===== config.mk =====
export PLATFORM = sky130hd
export DESIGN_NAME = e155_asic
export DESIGN_NICKNAME = d
export VERILOG_FILES = /design/src/rtl/e155_pkg.sv /design/src/rtl/e155_asic_seven_seg_decoder.sv /design/src/rtl/e155_asic.sv
export SDC_FILE = /design/constraint.sdc
export NUM_CORES = 1
export LEC_CHECK = 0
export CORE_AREA = 8 8 65 67
export DETAILED_ROUTE_END_ITERATION = 10
export DIE_AREA = 0 0 73 75
export PLACE_DENSITY = 0.75
export SYNTH_ARGS = -nofsm -noshare
export SYNTH_HDL_FRONTEND = slang
export SYNTH_SLANG_ARGS = --single-unit
export TNS_END_PERCENT = 1

===== constraint.sdc =====
create_clock -name ph1 -period 1.9 [get_ports ph1]
set_clock_uncertainty 0.05 [all_clocks]
set_input_delay 0.19 -clock ph1 [delete_from_list [all_inputs] [get_ports ph1]]
set_output_delay 0.19 -clock ph1 [all_outputs]
set_load 0.05 [all_outputs]

===== src/rtl/e155_pkg.sv =====
// Shared types, segment table and keypad map for the E155 hex entry/display core.
package e155_pkg;

  typedef enum logic {SCAN = 1'b0, HELD = 1'b1} kp_state_t;

  typedef struct packed {
    logic      sel;
    kp_state_t fsm;
    logic [3:0] col;
    logic [3:0] digit1;
    logic [3:0] digit2;
  } core_state_t;

  localparam core_state_t RESET_STATE = '{
    sel: 1'b0, fsm: SCAN, col: 4'b0001, digit1: 4'h0, digit2: 4'h0
  };

  // Active-low {g,f,e,d,c,b,a}, indexed by hex value.
  localparam logic [6:0] SEG_TABLE [0:15] = '{
    7'b1000000, 7'b1111001, 7'b0100100, 7'b0110000,
    7'b0011001, 7'b0010010, 7'b0000010, 7'b1111000,
    7'b0000000, 7'b0011000, 7'b0001000, 7'b0000011,
    7'b1000110, 7'b0100001, 7'b0000110, 7'b0001110
  };

  function automatic logic [1:0] row_index(input logic [3:0] r);
    if (r[0])      return 2'd0;
    else if (r[1]) return 2'd1;
    else if (r[2]) return 2'd2;
    else           return 2'd3;
  endfunction

  function automatic logic [1:0] col_index(input logic [3:0] c);
    case (c)
      4'b0001: return 2'd0;
      4'b0010: return 2'd1;
      4'b0100: return 2'd2;
      4'b1000: return 2'd3;
      default: return 2'd0;
    endcase
  endfunction

  function automatic logic [3:0] key_map(input logic [1:0] row, input logic [1:0] col);
    case ({row, col})
      4'b00_00: return 4'h1;
      4'b00_01: return 4'h2;
      4'b00_10: return 4'h3;
      4'b00_11: return 4'hA;
      4'b01_00: return 4'h4;
      4'b01_01: return 4'h5;
      4'b01_10: return 4'h6;
      4'b01_11: return 4'hB;
      4'b10_00: return 4'h7;
      4'b10_01: return 4'h8;
      4'b10_10: return 4'h9;
      4'b10_11: return 4'hC;
      4'b11_00: return 4'hE;
      4'b11_01: return 4'h0;
      4'b11_10: return 4'hF;
      4'b11_11: return 4'hD;
      default:  return 4'h0;
    endcase
  endfunction

endpackage


===== src/rtl/e155_asic_seven_seg_decoder.sv =====
// Hex to active-low seven-segment decode.
module seven_seg_decoder
  import e155_pkg::*;
(
  input  logic [3:0] hex,
  output logic [6:0] seg
);

  assign seg = SEG_TABLE[hex];

endmodule


===== src/rtl/e155_asic.sv =====
// E155 two-digit hex entry/display core: switch display or keypad scan with two-key history.
module e155_asic
  import e155_pkg::*;
(
  input  logic       ph1,
  input  logic       ph2,
  input  logic       reset,
  input  logic       mode,
  input  logic       pulldownEn,
  input  logic [3:0] switch1,
  input  logic [3:0] switch2,
  input  logic [3:0] rows,
  output logic [3:0] columns,
  output logic [6:0] seg,
  output logic       multi1,
  output logic       multi2
);

  core_state_t cur, master, nxt;
  logic [3:0]  r;
  logic [3:0]  disp_hex;

  assign r = rows & {4{pulldownEn}};

  // Next-state: sel toggle, keypad scan/held FSM and display shift.
  always_comb begin
    nxt     = cur;
    nxt.sel = ~cur.sel;
    if (!reset) begin
      nxt = RESET_STATE;
    end else if (mode) begin
      case (cur.fsm)
        SCAN: begin
          if (r == 4'b0000) begin
            nxt.col = {cur.col[2:0], cur.col[3]};
          end else begin
            nxt.digit2 = cur.digit1;
            nxt.digit1 = key_map(row_index(r), col_index(cur.col));
            nxt.fsm    = HELD;
          end
        end
        HELD: begin
          if (r == 4'b0000) nxt.fsm = SCAN;
          else              nxt.fsm = HELD;
        end
        default: nxt.fsm = SCAN;
      endcase
    end else begin
      // Switch mode freezes the keypad state where it is.
      nxt.fsm = cur.fsm;
    end
  end

  // Master latch, transparent during ph2.
  always_latch begin
    if (ph2) master <= nxt;
  end

  // Slave stage, updated on rising ph1.
  always_ff @(posedge ph1) begin
    cur <= master;
  end

  assign multi1  = ~cur.sel;
  assign multi2  = cur.sel;
  assign columns = mode ? cur.col : 4'b0000;

  always_comb begin
    if (mode) disp_hex = multi1 ? cur.digit1 : cur.digit2;
    else      disp_hex = multi1 ? switch1 : switch2;
  end

  seven_seg_decoder u_dec (
    .hex (disp_hex),
    .seg (seg)
  );

endmodule


==> Word level (Yosys, flattened, before mapping) <==
Memory sizes are Yosys's and may differ from the RTL's.
Cells that the tools add are included.
{ "op_classes": {"order_cmp": 1, "eq_ne": 3, "mux": 28, "bitwise_logic": 3, "reduce_logical": 1} }
{ "op_table": {"columns": ["op", "count"], "rows": [
  ["$mux 14", 2],
  ["$mux 12", 2],
  ["$mux 2", 10],
  ["$mux 4", 5],
  ["$mux 7", 2],
  ["$mux 13", 1],
  ["$mux 8", 1],
  ["$pmux 2 s3", 1],
  ["$ge 5x5->1 const B", 1],
  ["$not 4->5", 1],
  ["$and 4x4->4", 1],
  ["$eq 4x2->1 const B", 1],
  ["$eq 4x3->1 const B", 1],
  ["$eq 4x4->1 const B", 1],
  ["$logic_not 4->1", 1],
  ["$mux 1", 4],
  ["$not 1->1", 1]
]} }
{ "totals": {"reg_bits": 14, "latchBits": 14, "romBits": 176, "input_bits": 17, "output_inout_bits": 13, "word_cells": 57, "n_memories": 2} }
{ "mem_list": {"columns": ["name", "depth", "word_bits", "rd", "rd_ports_with_merged_regs", "write_ports", "line_no", "rtl"], "rows": [
  ["(no name shown)", 16, 7, 1, 0, 0, "e155_asic_seven_seg_decoder.sv:9", "assign seg = SEG_TABLE[hex];"],
  ["(no name shown)", 16, 4, 1, 0, 0, "e155_pkg.sv:44", "case ({row, col})"]
]} }

==> Logic depth before layout (Yosys ltp) <==
Gate-level depths: netlist (run 1).
An unclocked memory read counts as a cell.
{ "logic_depth": {"word_depth": 14, "depth_mapped": 9} }

==> Hierarchy <==
From an unflattened synthesis (run 1), not the netlist that was laid out.
{ "unflattened": {"cells_unflattened": 162, "area_unflattened_um2": 1445.1} }
{ "modules_own_cells": {"columns": ["mod", "instances", "cells_per_inst", "area_per_inst_um2"], "rows": [
  ["e155_asic", 1, 124, 1172.4],
  ["seven_seg_decoder", 1, 38, 272.8]
]} }

==> metrics.cfg, run 1 <==
[logic_synthesis]
synth-xor-area-share_pct=1.87
ys_ff_latch=28
synth_nets=179
synth-simple-area-share_pct=17.6
yosys_most_used_dff=dlxtp_1
synth_edf_count=0
synthAdderAreaFrac_pct=7.13
synth_common_cells=14 x dfxtp_1, 14 x dlxtp_1, 13 x nand2_1, 11 x nor2_1
synth.area.top_cells=dfxtp_1 20%, dlxtp_1 15%, ha_1 7.1%
syn-mean-instance-area_um2=9.12
synth_area_mm2=0.00140
synth_top_area_share_pct=20.0
synth_warnings=0
synth_compound_area_share_pct=17.7
synth_top_family_by_area=compound AO/OA/AOI/OAI gates
async_reset_ff_share_pct=0
synth_cell_type_count=45
synthMuxAreaShare_pct=13.5
syn_inst=154
yosys.area.top_type=dfxtp_1

[cells_and_area]
syn_to_final_growth_pct=49.2
drive_gt1_share_pct=30.2
diodes=0
final_nets=225
stdcell_area_mm2=0.00209

[clocking]
cts_buffer_depth=2
htree_num_levels=1
cts_tree=yes
hold_buffers=0
cts_root_buf=clkbuf_4
clk_pin_slew_ns=0.09
cts_inserted_buffers=3

[sta]
unclocked_regs=14
fin_setup_tns_ns=-3.29
finalSetupViolations=7
untimed_endpoints=28
slew_viol_final=0
min_period_ns=2.42
fin_ws_ns=-0.517
rsz0062_at_grt=yes
max_slew_margin_pct=30.6
tightest_slew_ns=1.04
finalCritPeriodShare_pct=127
fmax_mhz=414
finalHoldViolCount=0

[critical_path]
crit_arrival_ns=2.18
crit_slowest_cell=mux4_2
end_kind=output pin
cpPeakStageDelay_ns=0.57
critPathKind=reg -> out
crit_chain=mux4_2, ha_4, nor2_4, a21o_1, a32o_2, buf_12
worstPathRequired_ns=1.66
worstSetupStartpointType=flip-flop
cp_max_fo=6

[route]
wire_per_inst_um=16.1
vias_per_cell=5.47
drtAntennaViolNets=0
wl_met1_um=1500
drt_pass1_iterations=4
wl_um=3940
wl_met3_um=242
wl_met2_um=2110
initialDrtViolationCount=70
num_vias=1341
top_layer=met4
drc=0

[placement]
globalplace.congestion=1.00
dp_hpwl_um=3110
portBuffers=29
placed_area_mm2=0.00202

[pwr]
power_leakage_nw=0.846
vdd_drop_max_mv=0.299
cellPowerDensity_mw_per_mm2=469

[grt]
antenna_found_initial=0
grt_usage_pct=16.0
grt_pass1_wl_um=6870
grt_pass1_vias=1420
grt_max_degree=15
grt_overflow_total=0

[min_path]
hold_path_end=multi2
holdPathStages=2
hp-class=reg -> out
min-delay-start=multi2

[floorplanning]
num_rows=21
dieArea_mm2=0.00548
die-height_um=75
start_util_pct=43.4
fp.dieW_um=73
io_pins=30
coreArea_mm2=0.00323

[run_status]
status=finished with violations
violations=negative setup slack

[job]
max_cap_viol_count=0

final cells by class:
class                   count  area (um2)
fillers                   253        1140
multi-input cells         105         908
repair buffers             50         553
inverters                  12        45.0
well taps                  46        57.6
flip-flops and latches     28         494
clock buffers               4        36.3
layout by cell type (no fill, tap or decap), types with 2 or more instances in the layout:
| cell | netlist | layout |
|---|---|---|
| mux4_2 | 4 | 4 |
| nor2_1 | 11 | 10 |
| xnor2_1 | 2 | 2 |
| o211ai_1 | 3 | 3 |
| inv_1 | 10 | 9 |
| nor2b_1 | 3 | 3 |
| nand2_1 | 13 | 13 |
| clkbuf_4 | 0 | 3 |
| o22ai_2 | 0 | 2 |
| mux2i_2 | 0 | 3 |
| a21oi_1 | 8 | 8 |
| or3_1 | 2 | 2 |
| nand3_1 | 5 | 5 |
| nor4b_1 | 2 | 2 |
| buf_12 | 0 | 11 |
| and2_1 | 5 | 5 |
| dfxtp_1 | 14 | 13 |
| ha_4 | 0 | 2 |
| mux2i_1 | 10 | 7 |
| dlxtp_1 | 14 | 14 |
| ha_1 | 8 | 5 |
| clkinv_1 | 2 | 2 |
| buf_4 | 0 | 23 |
| o32ai_1 | 2 | 2 |
| clkdlybuf4s50_1 | 0 | 16 |
through the flow:
stage          instances  total power [mW]  setup WS, ns  util (%)  hold slack [ns]
6_report             245             0.982        -0.517      64.8             1.12
5_1_grt              245              1.03        -0.616      64.8             1.17
4_1_cts              245             0.978        -0.525      64.6             1.13
3_5_place_dp         240             0.753        -0.549      62.4            0.809
3_3_place_gp         240             0.736        -0.439      62.4            0.808
2_1_floorplan        154             0.559        -0.346         -            0.521
cells by family (layout without fill, tap and decap cells):
| group | after synthesis | after routing |
|---|---|---|
| DFF | 14 | 14 |
| xor gates and xnor gates | 3 | 3 |
| AOI/OAI and AO/OA | 32 | 32 |
| buffers and inverters | 21 | 66 |
| latches | 14 | 14 |
| and+or+nand+nor | 48 | 48 |
| adders and majority gates | 8 | 8 |
| muxes | 14 | 14 |
layer usage:
layer	track usage [%]	up-vias
li1	-	642
met5	0	-
met4	5.33	0
met2	30.7	64
met3	3.33	12
met1	16.8	623
what timing repair did:
action                                  in CTS  in global routing
setup buffers                                1                  0
endpoints found under the setup margin       7                  7
pin swaps                                    6                  2
resized for setup                            6                  2
state kept, by name, indices dropped and copies added, names as in the netlist:
register and flops:
cur 13, master 14, multi2 1
how the worst max path moves through the flow:
stage	start	endpoint	slack (ns)	depth (start not counted)
after detailed placement	mode	seg[3]	-0.55	8
after global routing	multi2	seg[0]	-0.62	5
after global placement	mode	seg[3]	-0.44	8
after floorplan	multi2	seg[2]	-0.35	5
after CTS	multi2	seg[3]	-0.53	5
final	multi2	seg[1]	-0.52	6
power breakdown:
part | total [mW] | internal (mW) | switching (mW)
clock | 0.219 | 0.117 | 0.103
sequential | 0.323 | 0.315 | 0.00817
combinational | 0.440 | 0.216 | 0.224
worst max-delay path: cells and delay by family, from the launching register on:
kind                       cells  cell delay (ns)
DFF                            1             0.40
buffers and inverters          1             0.15
and+or+nand+nor                1             0.04
AOI/OAI and AO/OA              2             0.39
muxes                          1             0.57
adders and majority gates      1             0.34
Note: power is estimated with default switching activity, not from simulation.
==> run 2: changes to the inputs <==
--- a/config.mk
+++ b/config.mk
@@ -5,6 +5,7 @@
 export SDC_FILE = /design/constraint.sdc
 export NUM_CORES = 1
 export LEC_CHECK = 0
+export CAP_MARGIN = 20
 export CORE_AREA = 8 8 65 67
 export DETAILED_ROUTE_END_ITERATION = 10
 export DIE_AREA = 0 0 73 75
==> results of run 2 <==
Same layout as run 1: the final DEF is identical, and so are final timing and power.
==> run 3: changes to the inputs <==
--- a/config.mk
+++ b/config.mk
@@ -6,10 +6,10 @@
 export NUM_CORES = 1
 export LEC_CHECK = 0
 export CAP_MARGIN = 20
-export CORE_AREA = 8 8 65 67
+export CORE_AREA = 8 8 78 80
 export DETAILED_ROUTE_END_ITERATION = 10
-export DIE_AREA = 0 0 73 75
-export PLACE_DENSITY = 0.75
+export DIE_AREA = 0 0 86 88
+export PLACE_DENSITY = 0.54
 export SYNTH_ARGS = -nofsm -noshare
 export SYNTH_HDL_FRONTEND = slang
 export SYNTH_SLANG_ARGS = --single-unit
==> metrics.cfg, run 3 (synthesized netlist as in run 1, its figures left out) <==
[clocking]
hold_buffers=0
cts_root_buf=clkbuf_8
htree_num_levels=1
cts_buffer_depth=2
cts_inserted_buffers=3
cts_tree=yes
clk_pin_slew_ns=0.06

[cells_and_area]
final_nets=228
largest_register_ffs=14
final_cell_mix=25 x buf_4, 15 x clkdlybuf4s50_1, 14 x dlxtp_1, 13 x nand2_1, 13 x dfxtp_1
regMostFlops=master
nFillCells=458
final-seq-area_um2=494
layout_commonest_cell=buf_4
syn_to_final_growth_pct=54.5
multi_input_area_um2=901
finalNonFillerCells=272
drive_gt1_share_pct=30.7
diodes=0

[sta]
finalSetupViolations=7
finalHoldViolCount=0
min_period_ns=2.37
finalCritPeriodShare_pct=125
tightest_slew_ns=1.01
fin_ws_ns=-0.471
rsz0062_at_grt=yes
unclocked_regs=14
untimed_endpoints=28
slew_viol_final=0
fmax_mhz=422
max_slew_margin_pct=32.2

[critical_path]
critPathKind=reg -> out
worst-path-buf-inv=1
cp_max_fo=5
end_kind=output pin
worst_path_dominant_cell_family=multiplexers
worstPathRequired_ns=1.66
crit_slowest_cell=mux4_2
crit_chain=mux4_2, ha_4, nor2_4, a21o_1, a32o_2, buf_12
crit_arrival_ns=2.13
worstSetupStartpointType=flip-flop
cpPeakStageDelay_ns=0.57

[pwr]
cellPowerDensity_mw_per_mm2=490
total_power_mw=1.06
power_leakage_nw=0.877
vdd_drop_max_mv=0.264

[route]
wl_um=3850
drtAntennaViolNets=0
initialDrtViolationCount=55
num_vias=1313
vias_per_cell=4.83
drt_pass1_iterations=4
wire_per_inst_um=14.1
drc=0

[min_path]
hp-class=reg -> out

[grt]
grt_usage_pct=10.1
antenna_found_initial=0
grt_overflow_total=0
grt_pass1_vias=1320
grt_pass1_wl_um=6210
grt_max_degree=15

[floorplanning]
start_util_pct=28.6
fp.dieW_um=86
coreArea_mm2=0.00491
io_pins=30
dieArea_mm2=0.00757
die-height_um=88
num_rows=26

[job]
max_cap_viol_count=0

[placement]
dp_hpwl_um=3090
portBuffers=29
dp_cells=266
globalplace.congestion=0.812

[run_status]
violations=negative setup slack
status=finished with violations

## run 3: layer usage
| layer | vias up | track usage [%] | part of all wire [%] |
|---|---|---|---|
| li1 | 642 | - | - |
| met1 | 623 | 10.9 | 40 |
| met2 | 42 | 18.9 | 53 |
| met3 | 6 | 2.06 | 5.6 |
| met4 | 0 | 3.98 | 1.3 |
| met5 | - | 0 | 0 |
## run 3: where the power goes
| group | leakage, nW | switching (mW) | internal [mW] | total [mW] |
|---|---|---|---|---|
| Clock | 0.0288 | 0.111 | 0.184 | 0.295 |
| Sequential | 0.219 | 0.00770 | 0.316 | 0.323 |
| Combinational | 0.629 | 0.221 | 0.223 | 0.444 |
| Total | 0.877 | 0.340 | 0.722 | 1.06 |
## run 3: path summary, 6_finish.rpt
path / startpoint / end / slack, ns / cells after the start
worst min-delay path: multi2 / multi2 / 1.07 / 2
worst max-delay path: multi2 / seg[1] / -0.47 / 6
## run 3: timing repair
item | 4_1_cts | 5_1_grt
setup buffers | 1 | 1
pin swaps | 3 | 3
setup endpoints to repair | 7 | 7
resized for setup | 5 | 3
gates cloned | 0 | 0
hold endpoints to repair | 0 | 0
## run 3: cell type report
type | instances | share of cell area [%]
Multi-Input combinational cell | 105 | 41.5
Tap cell | 70 | 4.04
Clock buffer | 4 | 2.54
Sequential cell | 28 | 22.8
Timing Repair Buffer | 53 | 27.0
Inverter | 12 | 2.08
## run 3: tightest hold or removal path, delay by kind of cell (launching register included)
family | cells | cell delay, ns
flip-flops | 1 | 0.37
buffers and inverters | 2 | 0.32
## run 3: per-stage QoR
step / cell area, um2 / utilization (%) / hold slack [ns] / worst slack [ns] / TNS, ns
3_5_place_dp: 2070 / 42.2 / 0.816 / -0.475 / -3.04
6_report: 2170 / 44.2 / 1.07 / -0.471 / -2.76
4_1_cts: 2150 / 43.7 / 1.08 / -0.466 / -2.91
5_1_grt: 2170 / 44.2 / 1.10 / -0.524 / -3.31
3_3_place_gp: 2070 / 42.2 / 0.813 / -0.437 / -2.80
2_1_floorplan: 1470 / - / 0.521 / -0.346 / -2.30
